File: src/rtl/md_sequencer.sv
// md_sequencer: EX-stage multiply/divide control FSM.
// Latches mult/multu/div/divu operands and drives the pipelined multiplier and
// the iterative divider. Raises the EX stall request while an operation is
// running, and presents {result_hi,result_lo} for the HI/LO write in DONE.
// Optional feature macro: MD_DIV0_FAST_EN. When it is defined, a divide by
// zero bypasses the divider and completes after a single stall cycle.
module md_sequencer #(
    parameter int unsigned MUL_LAT     = 2,
    parameter int unsigned DIV_TIMEOUT = 40
) (
    input  logic        clk,
    input  logic        rst,
    input  logic        flush,
    input  logic        pipe_hold,
    input  logic        op_valid,
    input  logic [3:0]  op_sel,
    input  logic [31:0] src1,
    input  logic [31:0] src2,
    output logic        stallreq,
    output logic        result_valid,
    output logic [31:0] result_hi,
    output logic [31:0] result_lo,
    output logic        md_err,
    output logic        mul_signed,
    output logic [31:0] mul_ina,
    output logic [31:0] mul_inb,
    input  logic [63:0] mul_result,
    output logic        div_start,
    output logic        div_signed,
    output logic        div_annul,
    output logic [31:0] div_opdata1,
    output logic [31:0] div_opdata2,
    input  logic        div_ready,
    input  logic [63:0] div_result
);

    localparam int unsigned DW     = 32;
    localparam int unsigned CNT_W  = 4;
    localparam int unsigned TCNT_W = 8;

    typedef enum logic [1:0] {
        IDLE     = 2'd0,
        MUL_WAIT = 2'd1,
        DIV_RUN  = 2'd2,
        DONE     = 2'd3
    } state_t;

    state_t              state, state_nx;
    logic [CNT_W-1:0]    cnt, cnt_nx;
    logic [TCNT_W-1:0]   tcnt, tcnt_nx;
    logic [DW-1:0]       op1_q, op1_nx;
    logic [DW-1:0]       op2_q, op2_nx;
    logic [DW-1:0]       hi_nx, lo_nx;
    logic                valid_nx, err_nx;
    logic                mul_signed_nx, div_signed_nx;
    logic                div_start_nx, div_annul_nx;
    logic                req, sel_mul;

    // A request needs exactly one opcode bit; multi-hot selects are no-ops
    assign req     = op_valid & $onehot(op_sel);
    assign sel_mul = |op_sel[3:2];

    assign mul_ina     = op1_q;
    assign mul_inb     = op2_q;
    assign div_opdata1 = op1_q;
    assign div_opdata2 = op2_q;

    // Stall EX while an instruction is being accepted or is running
    assign stallreq = ~rst & (((state == IDLE) & req) |
                              (state == MUL_WAIT) |
                              (state == DIV_RUN));

    // Next-state and next-output logic
    always_comb begin
        state_nx      = state;
        cnt_nx        = cnt;
        tcnt_nx       = tcnt;
        op1_nx        = op1_q;
        op2_nx        = op2_q;
        hi_nx         = result_hi;
        lo_nx         = result_lo;
        valid_nx      = 1'b0;
        err_nx        = 1'b0;
        mul_signed_nx = mul_signed;
        div_signed_nx = div_signed;
        div_start_nx  = 1'b0;
        div_annul_nx  = 1'b0;

        case (state)
            IDLE: begin
                if (req) begin
                    op1_nx = src1;
                    op2_nx = src2;
                    if (sel_mul) begin
                        mul_signed_nx = op_sel[3];
                        cnt_nx        = CNT_W'(MUL_LAT - 1);
                        state_nx      = MUL_WAIT;
                    end else begin
                        div_signed_nx = op_sel[1];
`ifdef MD_DIV0_FAST_EN
                        if (src2 == '0) begin
                            hi_nx    = src1;
                            lo_nx    = '1;
                            valid_nx = 1'b1;
                            state_nx = DONE;
                        end else begin
                            div_start_nx = 1'b1;
                            tcnt_nx      = '0;
                            state_nx     = DIV_RUN;
                        end
`else
                        div_start_nx = 1'b1;
                        tcnt_nx      = '0;
                        state_nx     = DIV_RUN;
`endif
                    end
                end
            end
            MUL_WAIT: begin
                if (cnt != '0) begin
                    cnt_nx = cnt - CNT_W'(1);
                end else begin
                    hi_nx    = mul_result[63:32];
                    lo_nx    = mul_result[31:0];
                    valid_nx = 1'b1;
                    state_nx = DONE;
                end
            end
            DIV_RUN: begin
                if (div_ready) begin
                    hi_nx    = div_result[63:32];
                    lo_nx    = div_result[31:0];
                    valid_nx = 1'b1;
                    state_nx = DONE;
                end else if (tcnt == TCNT_W'(DIV_TIMEOUT - 1)) begin
                    div_annul_nx = 1'b1;
                    hi_nx        = '0;
                    lo_nx        = '0;
                    err_nx       = 1'b1;
                    valid_nx     = 1'b1;
                    state_nx     = DONE;
                end else begin
                    div_start_nx = 1'b1;
                    tcnt_nx      = tcnt + TCNT_W'(1);
                end
            end
            DONE: begin
                if (pipe_hold) begin
                    valid_nx = 1'b1;
                    err_nx   = md_err;
                end else begin
                    state_nx = IDLE;
                end
            end
            default: state_nx = IDLE;
        endcase

        // Flush overrides everything; a running divide must be annulled
        if (flush) begin
            state_nx     = IDLE;
            valid_nx     = 1'b0;
            err_nx       = 1'b0;
            div_start_nx = 1'b0;
            div_annul_nx = (state == DIV_RUN);
        end
    end

    // State, counters, operands and registered outputs
    always_ff @(posedge clk) begin
        if (rst) begin
            state        <= IDLE;
            cnt          <= '0;
            tcnt         <= '0;
            op1_q        <= '0;
            op2_q        <= '0;
            result_hi    <= '0;
            result_lo    <= '0;
            result_valid <= 1'b0;
            md_err       <= 1'b0;
            mul_signed   <= 1'b0;
            div_signed   <= 1'b0;
            div_start    <= 1'b0;
            div_annul    <= 1'b0;
        end else begin
            state        <= state_nx;
            cnt          <= cnt_nx;
            tcnt         <= tcnt_nx;
            op1_q        <= op1_nx;
            op2_q        <= op2_nx;
            result_hi    <= hi_nx;
            result_lo    <= lo_nx;
            result_valid <= valid_nx;
            md_err       <= err_nx;
            mul_signed   <= mul_signed_nx;
            div_signed   <= div_signed_nx;
            div_start    <= div_start_nx;
            div_annul    <= div_annul_nx;
        end
    end

endmodule

File: config.mk
export PLATFORM = sky130hd
export DESIGN_NAME = md_sequencer
export DESIGN_NICKNAME = d
export VERILOG_FILES = /design/src/rtl/md_sequencer.sv
export SDC_FILE = /design/constraint.sdc
export NUM_CORES = 1
export LEC_CHECK = 0
export ABC_AREA = 1
export BUFFER_PORTS_ARGS = -buffer_cell sky130_fd_sc_hd__buf_2
export CAP_MARGIN = 20
export CELL_PAD_IN_SITES_DETAIL_PLACEMENT = 1
export CELL_PAD_IN_SITES_GLOBAL_PLACEMENT = 1
export CORE_UTILIZATION = 30
export DETAILED_ROUTE_END_ITERATION = 10
export PLACE_DENSITY = 0.82
export SYNTH_ARGS = -nofsm -noshare
export SYNTH_HDL_FRONTEND = slang
export SYNTH_SLANG_ARGS = --single-unit
export TNS_END_PERCENT = 5
File: constraint.sdc
create_clock -name clk -period 2.4 [get_ports clk]
set_input_delay 0.12 -clock clk [delete_from_list [all_inputs] [get_ports clk]]
set_output_delay 0.12 -clock clk [all_outputs]
set_load 0.005 [all_outputs]
# Word-level counts from Yosys, hierarchy flattened
# Cells that the tools add are included.
[totals]
ff_bits = 148
wordCells = 91
output_inout_bits = 199
[op_classes]
eq_ne = 14
bitwise = 7
reduce_logical = 14
n_addsub = 5
mux = 38
[ops]
columns = ["cell", "n"]
rows = [
  ["$mux W32", 5],
  ["$pmux W32 S2", 2],
  ["$mux W8", 4],
  ["$pmux W8 S2", 1],
  ["$ne A2 B2 Y1 const B", 7],
  ["$mux W1", 12],
  ["$mux W2", 6],
  ["$mux W4", 3],
  ["$reduce_and A3 Y1", 3],
  ["$add A8 B1 Y8 const B", 1],
  ["$eq A8 B6 Y1 const B", 1],
  ["$pmux W2 S4", 1],
  ["$pmux W4 S2", 1],
  ["$reduce_and A4 Y1", 2],
  ["$reduce_bool A2 Y1", 3],
  ["$reduce_and A5 Y1", 1],
  ["$add A1 B1 Y2", 2],
  ["$eq A2 B2 Y1 const B", 2],
  ["$pmux W1 S2", 2],
  ["$reduce_bool A4 Y1", 1],
  ["$reduce_or A2 Y1", 2],
  ["$sub A4 B1 Y4 const B", 1],
  ["$add A2 B2 Y3", 1],
  ["$and A1 B1 Y1", 3],
  ["other kinds (9)", 11],
]

# Logic depth before layout (Yosys ltp)
# Gate-level depths: netlist (run 1).
[depth]
depth_word = 8
ltp_mapped = 14
depth_no_buf = 14

# Worst setup path before layout (run 1)
# No wires, ideal clock.
[synth_path]
path_kind = "input to output"
from = "input op_sel[0]"
to = "output stallreq"
path_slack_ns = 0.174
cell_stages = 12
t_arrival_ns = 2.106
required_ns = 2.280
cell_sequence = "inv_1 > fa_1 > inv_1 > ha_1 > ha_1 > nor2_1 > nand2_1 > nor2_1 > inv_1 > buf_2 > buf_1 > a21oi_1"
[synth_between]
elab_chain_cells = 8
[synth_lines]
columns = ["element", "line", "text"]
rows = [
  ["start: declaration", "16", "input logic [3:0] op_sel,"],
  ["$add A1 B1 Y2 (implied by the code)", "60", "assign req = op_valid & $onehot(op_sel);"],
  ["$add A2 B2 Y3 (implied by the code)", "60", ""],
  ["$eq A3 B1 Y1", "60", ""],
  ["$and A1 B1 Y1", "60", ""],
  ["$and A1 B1 Y1", "69", "assign stallreq = ~rst & (((state == IDLE) & req) |"],
  ["$or A1 B1 Y1", "69", ""],
  ["$or A1 B1 Y1", "70", "(state == MUL_WAIT) |"],
  ["$and A1 B1 Y1", "69", ""],
  ["end: declaration", "19", "output logic stallreq,"],
]
# Every way passes these cells.

# Final worst setup path (run 1)
# Ends and elaborated chain as after synthesis.

==> results of run 1 <==
worst max-delay path by stage:
stage	startpoint	slack (ns)	cells past startpoint	endpoint
finish	op_sel[0]	0.15	12	stallreq
global route	tcnt[1]$_SDFFE_PP0P_	0.01	11	result_lo[24]$_SDFFE_PP0P_
CTS	op_sel[0]	0.16	12	stallreq
detailed placement	op_sel[0]	0.02	16	state[0]$_SDFFE_PP0P_
global placement	op_sel[0]	0.09	16	state[1]$_SDFFE_PP0P_
floorplan	op_sel[0]	0.17	12	stallreq
layout by cell type (no fill, tap or decap), drive strengths merged:
cell type and n:
buf 426, nand2 314, nor2 283, dfxtp 148, inv 105, nand3 79
o21ai 71, dlygate4sd3 65, clkbuf 18, a21oi 16, ha 9, nand4 7
diode 6, clkinvlp 3, clkinv 3, mux2i 1, o22ai 1, xnor2 1
a21boi 1, o21bai 1, nor3b 1, fa 1, bufinv 1
synth_stat cells, types with 8 or more instances:
| cell | count | area, um2 |
|---|---|---|
| buf_6 | 8 | 90.1 |
| inv_1 | 96 | 360 |
| o21ai_0 | 71 | 355 |
| nor2_1 | 282 | 1060 |
| a21oi_1 | 16 | 80.1 |
| buf_1 | 10 | 37.5 |
| nand3_1 | 79 | 395 |
| nand2_1 | 313 | 1170 |
| clkbuf_1 | 37 | 139 |
| buf_4 | 71 | 533 |
| ha_1 | 9 | 113 |
| dfxtp_1 | 148 | 2960 |
power groups by stage:
stage               combinational (mW)  sequential [mW]  clock, mW
global route                      2.17             3.00       2.85
floorplan                         1.10             3.01          0
CTS                               1.94             2.96       2.74
global placement                  1.79             2.99          0
detailed placement                1.84             3.01          0
finish                            1.94             2.97       2.66
state kept, by name, indices dropped and copies added (netlist names):
register,cells
div_start,1
div_opdata2,32
md_err,1
result_valid,1
mul_signed,1
div_annul,1
state,2
div_opdata1,32
cnt,4
result_hi,32
div_signed,1
result_lo,32
tcnt,8
area by class of cell:
class	count	area share
diodes	6	0.00142
clock buffers	18	0.0405
clock inverters	14	0.0136
inverters	98	0.0349
multi-input cells	786	0.313
flip-flops and latches	148	0.280
well taps	324	0.0383
repair buffers	491	0.278
timing repair:
action	in CTS	in global routing
endpoints found under the hold margin	65	0
setup endpoints to repair	0	0
hold buffers	65	0
cells by family (layout without fill, tap and decap cells):
kind of cell / count (synthesis) / after routing / synth area share
fa+ha+maj: 10 / 10 / 0.0178
flops: 148 / 148 / 0.398
compound gates: 90 / 90 / 0.0613
buf+inv: 228 / 621 / 0.159
other cells: 0 / 6 / 0
xor+xnor: 1 / 1 / 0.00118
mux: 1 / 1 / 0.00134
simple gates: 684 / 684 / 0.361
critical path, stage by stage:
cell and delay, ns:
buf_2 0.08, inv_1 0.05, fa_1 0.57, inv_1 0.06, ha_1 0.17, ha_1 0.28
nor2_1 0.11, nand2_1 0.12, nor2_4 0.17, inv_2 0.14, a21oi_1 0.14, buf_2 0.12
per-stage QoR:
stage	hold slack (ns)	util	instance area [um2]	setup WS, ns
floorplan	0.255	-	7450	0.174
global placement	0.342	0.384	9350	0.0907
detailed placement	0.352	0.384	9350	0.0152
CTS	0.0329	0.435	10600	0.160
global route	0.0449	0.435	10600	0.00976
finish	0.0578	0.435	10600	0.149
layer usage:
| layer | wire (um) | vias to the layer above | share of wire |
|---|---|---|---|
| li1 | - | 4241 | - |
| met1 | 11600 | 3973 | 0.41 |
| met2 | 14000 | 313 | 0.50 |
| met3 | 1560 | 54 | 0.056 |
| met4 | 827 | 2 | 0.030 |
| met5 | 13 | - | 0.00046 |
==> out/metrics.cfg, run 1 <==
[status]
status=finished, final reports clean

[drt]
avgRoutedWirePerCell_um=14.8
drt_iter0_drc=292
dr_total_vias=8583
wirelength_mm=28.0
drc=0
avgViaCountPerCell=4.55
antenna_left=0
dr.pass1.iters=4

[clock_network]
post_cts_buffers=0
cts_tree=built
postCtsResizedCells=0
cts-root-buf=clkbuf_16
htree_levels=4
cts_buffers=17
clkLatencyLatePin_ns=0.42
cts_buffer_depth=2
cts_sinks=148
cts.clk_slew.worst_paths_ns=0.07

[timing]
worstMarginPinSlew_ns=0.683
rsz0062_at_grt=no
setup_viol=0
period_share=0.938
slew_violations=0
setup_tns_ns=0
finalHoldViolCount=0
layout_min_cycle_time_ns=2.25
fmax_ghz=0.444
skew_ns=0.0118
relSlewSlack=0.545

[pwr]
pwr-share-comb=0.257
switching_share=0.326
power_mw=7.56
peakVddDrop_mv=0.327
p_per_area_nw_per_um2=714
p_int_mw=5.10
p_seq_frac=0.392
switchingPower_mw=2.47
clockPowerShare=0.351
p_leak_nw=5.93

[grt]
grt.met1_usage=0.247
grt_pass1_wl_mm=43.6
top_usage_layer=met2
grt_pass1_vias=8479
use_met3=0.0443
grt_usage=0.215
grt_max_degree=69
antenna_found_initial=7
grt_overflow=0
gr-usage-met2=0.382

[placed_design]
portBuffers=400
place_hpwl_mm=19.1
globalplace.congestion=0.827
place_inst=1782

[synthesis]
ys_seq_area_frac=0.398
syn_nets=1374
ys_types=24
synthCells=1162
synth_edf_count=0
ys.flop_type=dfxtp_1
synth.avg_cell_area_um2=6.41
yosys_warnings=0
async_reset_ff_frac=0
syn-cell-area_um2=7450
synth-seq-cells=148

[critical_path]
rr_worst_depth=11
crit_arrival_ns=2.13
startpoint_type=input pin
reg2reg_to=result_lo[20]$_SDFFE_PP0P_
setup.worst_path.end_class=primary output
crit_type=input pin to primary output
path_max_fanout=9
reg2reg_slack_ns=0.27
required_ns=2.28
r2r_start=tcnt[0]$_SDFFE_PP0P_

[floorplanning]
core_um2=24300
die_h_um=160
rows=57
dieWidth_um=160
io_pins=401
dieArea_um2=25500
start_util=0.306

[final_layout]
drive_gt1_frac=0.299
final_nets=1754
seqCellArea_um2=2960
syn2layout_area_growth_pct=42.1
fillCellCount=3333
instances_no_fill=1885
multi_input_area_um2=3320

[min_path]
min_delay_path_depth=3
min_path_type=input pin to flip-flop
hold_path_end=md_err$_SDFFE_PP0N_
worstHoldStart=pipe_hold

[job]
drv_cap=0

Power figures use the tool's default switching activity.
==> run 2, diff against run 1 <==
- REMOVE_ABC_BUFFERS: default -> 1
==> out/metrics.cfg, run 2 (same netlist as run 1, synthesis figures left out) <==
[grt]
grt_max_degree=74
grt_pass1_vias=8774
grt_usage=0.223
grt.met1_usage=0.251
top_usage_layer=met2
antenna_found_initial=13
grt_pass1_wl_mm=45.0
grt_overflow=0
use_met3=0.0482
gr-usage-met2=0.392

[floorplanning]
io_pins=401
core_um2=24300
rows=57
die_h_um=160
dieWidth_um=160
dieArea_um2=25500
start_util=0.306

[critical_path]
crit_arrival_ns=2.10
path_max_fanout=3
crit_type=input pin to primary output
required_ns=2.28
startpoint_type=input pin
setup.worst_path.end_class=primary output

[placed_design]
portBuffers=400
place_hpwl_mm=20.0
dpl_cell_area_um2=9240
globalplace.congestion=0.830

[drt]
dr_total_vias=8754
wirelength_mm=29.4
drc=0
dr.pass1.iters=5
avgViaCountPerCell=4.65
drt_iter0_drc=365
antenna_left=0
avgRoutedWirePerCell_um=15.6

[timing]
setup_tns_ns=0
skew_ns=0.0179
slew_violations=0
finalHoldViolCount=0
fmax_ghz=0.450
layout_min_cycle_time_ns=2.22
period_share=0.925
relSlewSlack=0.632
worstMarginPinSlew_ns=0.552
rsz0062_at_grt=no
setup_viol=0

[pwr]
clockPowerShare=0.354
switchingPower_mw=2.49
peakVddDrop_mv=0.362
p_int_mw=5.06
p_leak_nw=5.87
p_per_area_nw_per_um2=719
pwr-share-comb=0.253
p_seq_frac=0.393
switching_share=0.330

[final_layout]
syn2layout_area_growth_pct=41.0
final_cell_mix=400 x buf_2, 313 x nand2_1, 281 x nor2_1
final_nets=1745
drive_gt1_frac=0.294
final_area_um2=10500
mostFrequentLayoutCell=buf_2

[clock_network]
cts_hold_buf=66
postCtsResizedCells=0
cts_buffer_depth=2
clkLatencyLatePin_ns=0.43
cts_buffers=17
cts_tree=built
cts_sinks=148
htree_levels=4
cts.clk_slew.worst_paths_ns=0.06
post_cts_buffers=0
cts-root-buf=clkbuf_16

[status]
status=finished, final reports clean

[min_path]
min_path_type=input pin to flip-flop

[job]
drv_cap=0

run 2: changes by cell type in the layout (fill, tap and decap cells not counted):
cell / before / now
inv_4: 0 / 1
dlygate4sd3_1: 65 / 66
diode_2: 6 / 14
inv_8: 3 / 2
buf_4: 18 / 11
inv_6: 5 / 6
clkinvlp_4: 3 / 2
clkinv_2: 2 / 1
buf_12: 8 / 5
clkinv_4: 1 / 2
run 2: final timing paths:
check        slack (ns)  cells past startpoint                         end             startpoint
max                0.18                     13                    stallreq              op_sel[0]
max reg2reg        0.39                      9  result_lo[31]$_SDFFE_PP0P_  state[0]$_SDFFE_PP0P_
min reg2reg        0.47                      2         cnt[1]$_SDFFE_PP0P_    cnt[1]$_SDFFE_PP0P_
min                0.02                      3     div_signed$_SDFFE_PP0P_              op_sel[1]
run 2: power groups by stage:
stage | sequential [mW] | clock [mW] | combinational (mW)
after CTS | 2.96 | 2.74 | 1.91
after floorplan | 3.03 | 0 | 0.851
final | 2.97 | 2.67 | 1.91
after global placement | 2.99 | 0 | 1.75
after detailed placement | 3.01 | 0 | 1.81
after global routing | 3.00 | 2.84 | 2.14
run 2: critical path, stage by stage:
cell	delay [ns]
buf_2	0.08
inv_1	0.05
fa_1	0.53
inv_1	0.05
ha_1	0.18
ha_1	0.27
nor2_1	0.10
nand2_1	0.09
buf_4	0.16
nor2_4	0.13
inv_2	0.07
a21oi_1	0.14
buf_2	0.13
run 2: layer usage:
layer	share of wire	up-vias	routed length, um
li1	-	4233	-
met1	0.40	4105	11800
met2	0.50	345	14700
met3	0.063	69	1850
met4	0.034	2	1000
met5	0.00041	-	12
run 2: layout make-up:
| class | count | area, um2 |
|---|---|---|
| antenna | 14 | 35.0 |
| tap | 324 | 405 |
| multi-input combinational | 786 | 3320 |
| inverter | 98 | 370 |
| timing repair buffer | 482 | 2850 |
| sequential | 148 | 2960 |
| clock buffer | 18 | 429 |
| fill | 3299 | 13800 |
| clock inverter | 14 | 143 |
run 2: stage by stage:
step | hold WS, ns | setup WS [ns] | utilization | instances | total power, mW
detailed placement | 0.349 | 0.0314 | 0.380 | 1772 | 4.82
CTS | 0.00635 | 0.178 | 0.431 | 1870 | 7.60
global route | 0.0155 | 0.0645 | 0.432 | 1882 | 7.98
global placement | 0.339 | 0.124 | 0.380 | 1772 | 4.75
floorplan | 0.189 | -2.67 | - | 1032 | 3.88
finish | 0.0175 | 0.180 | 0.432 | 1884 | 7.55
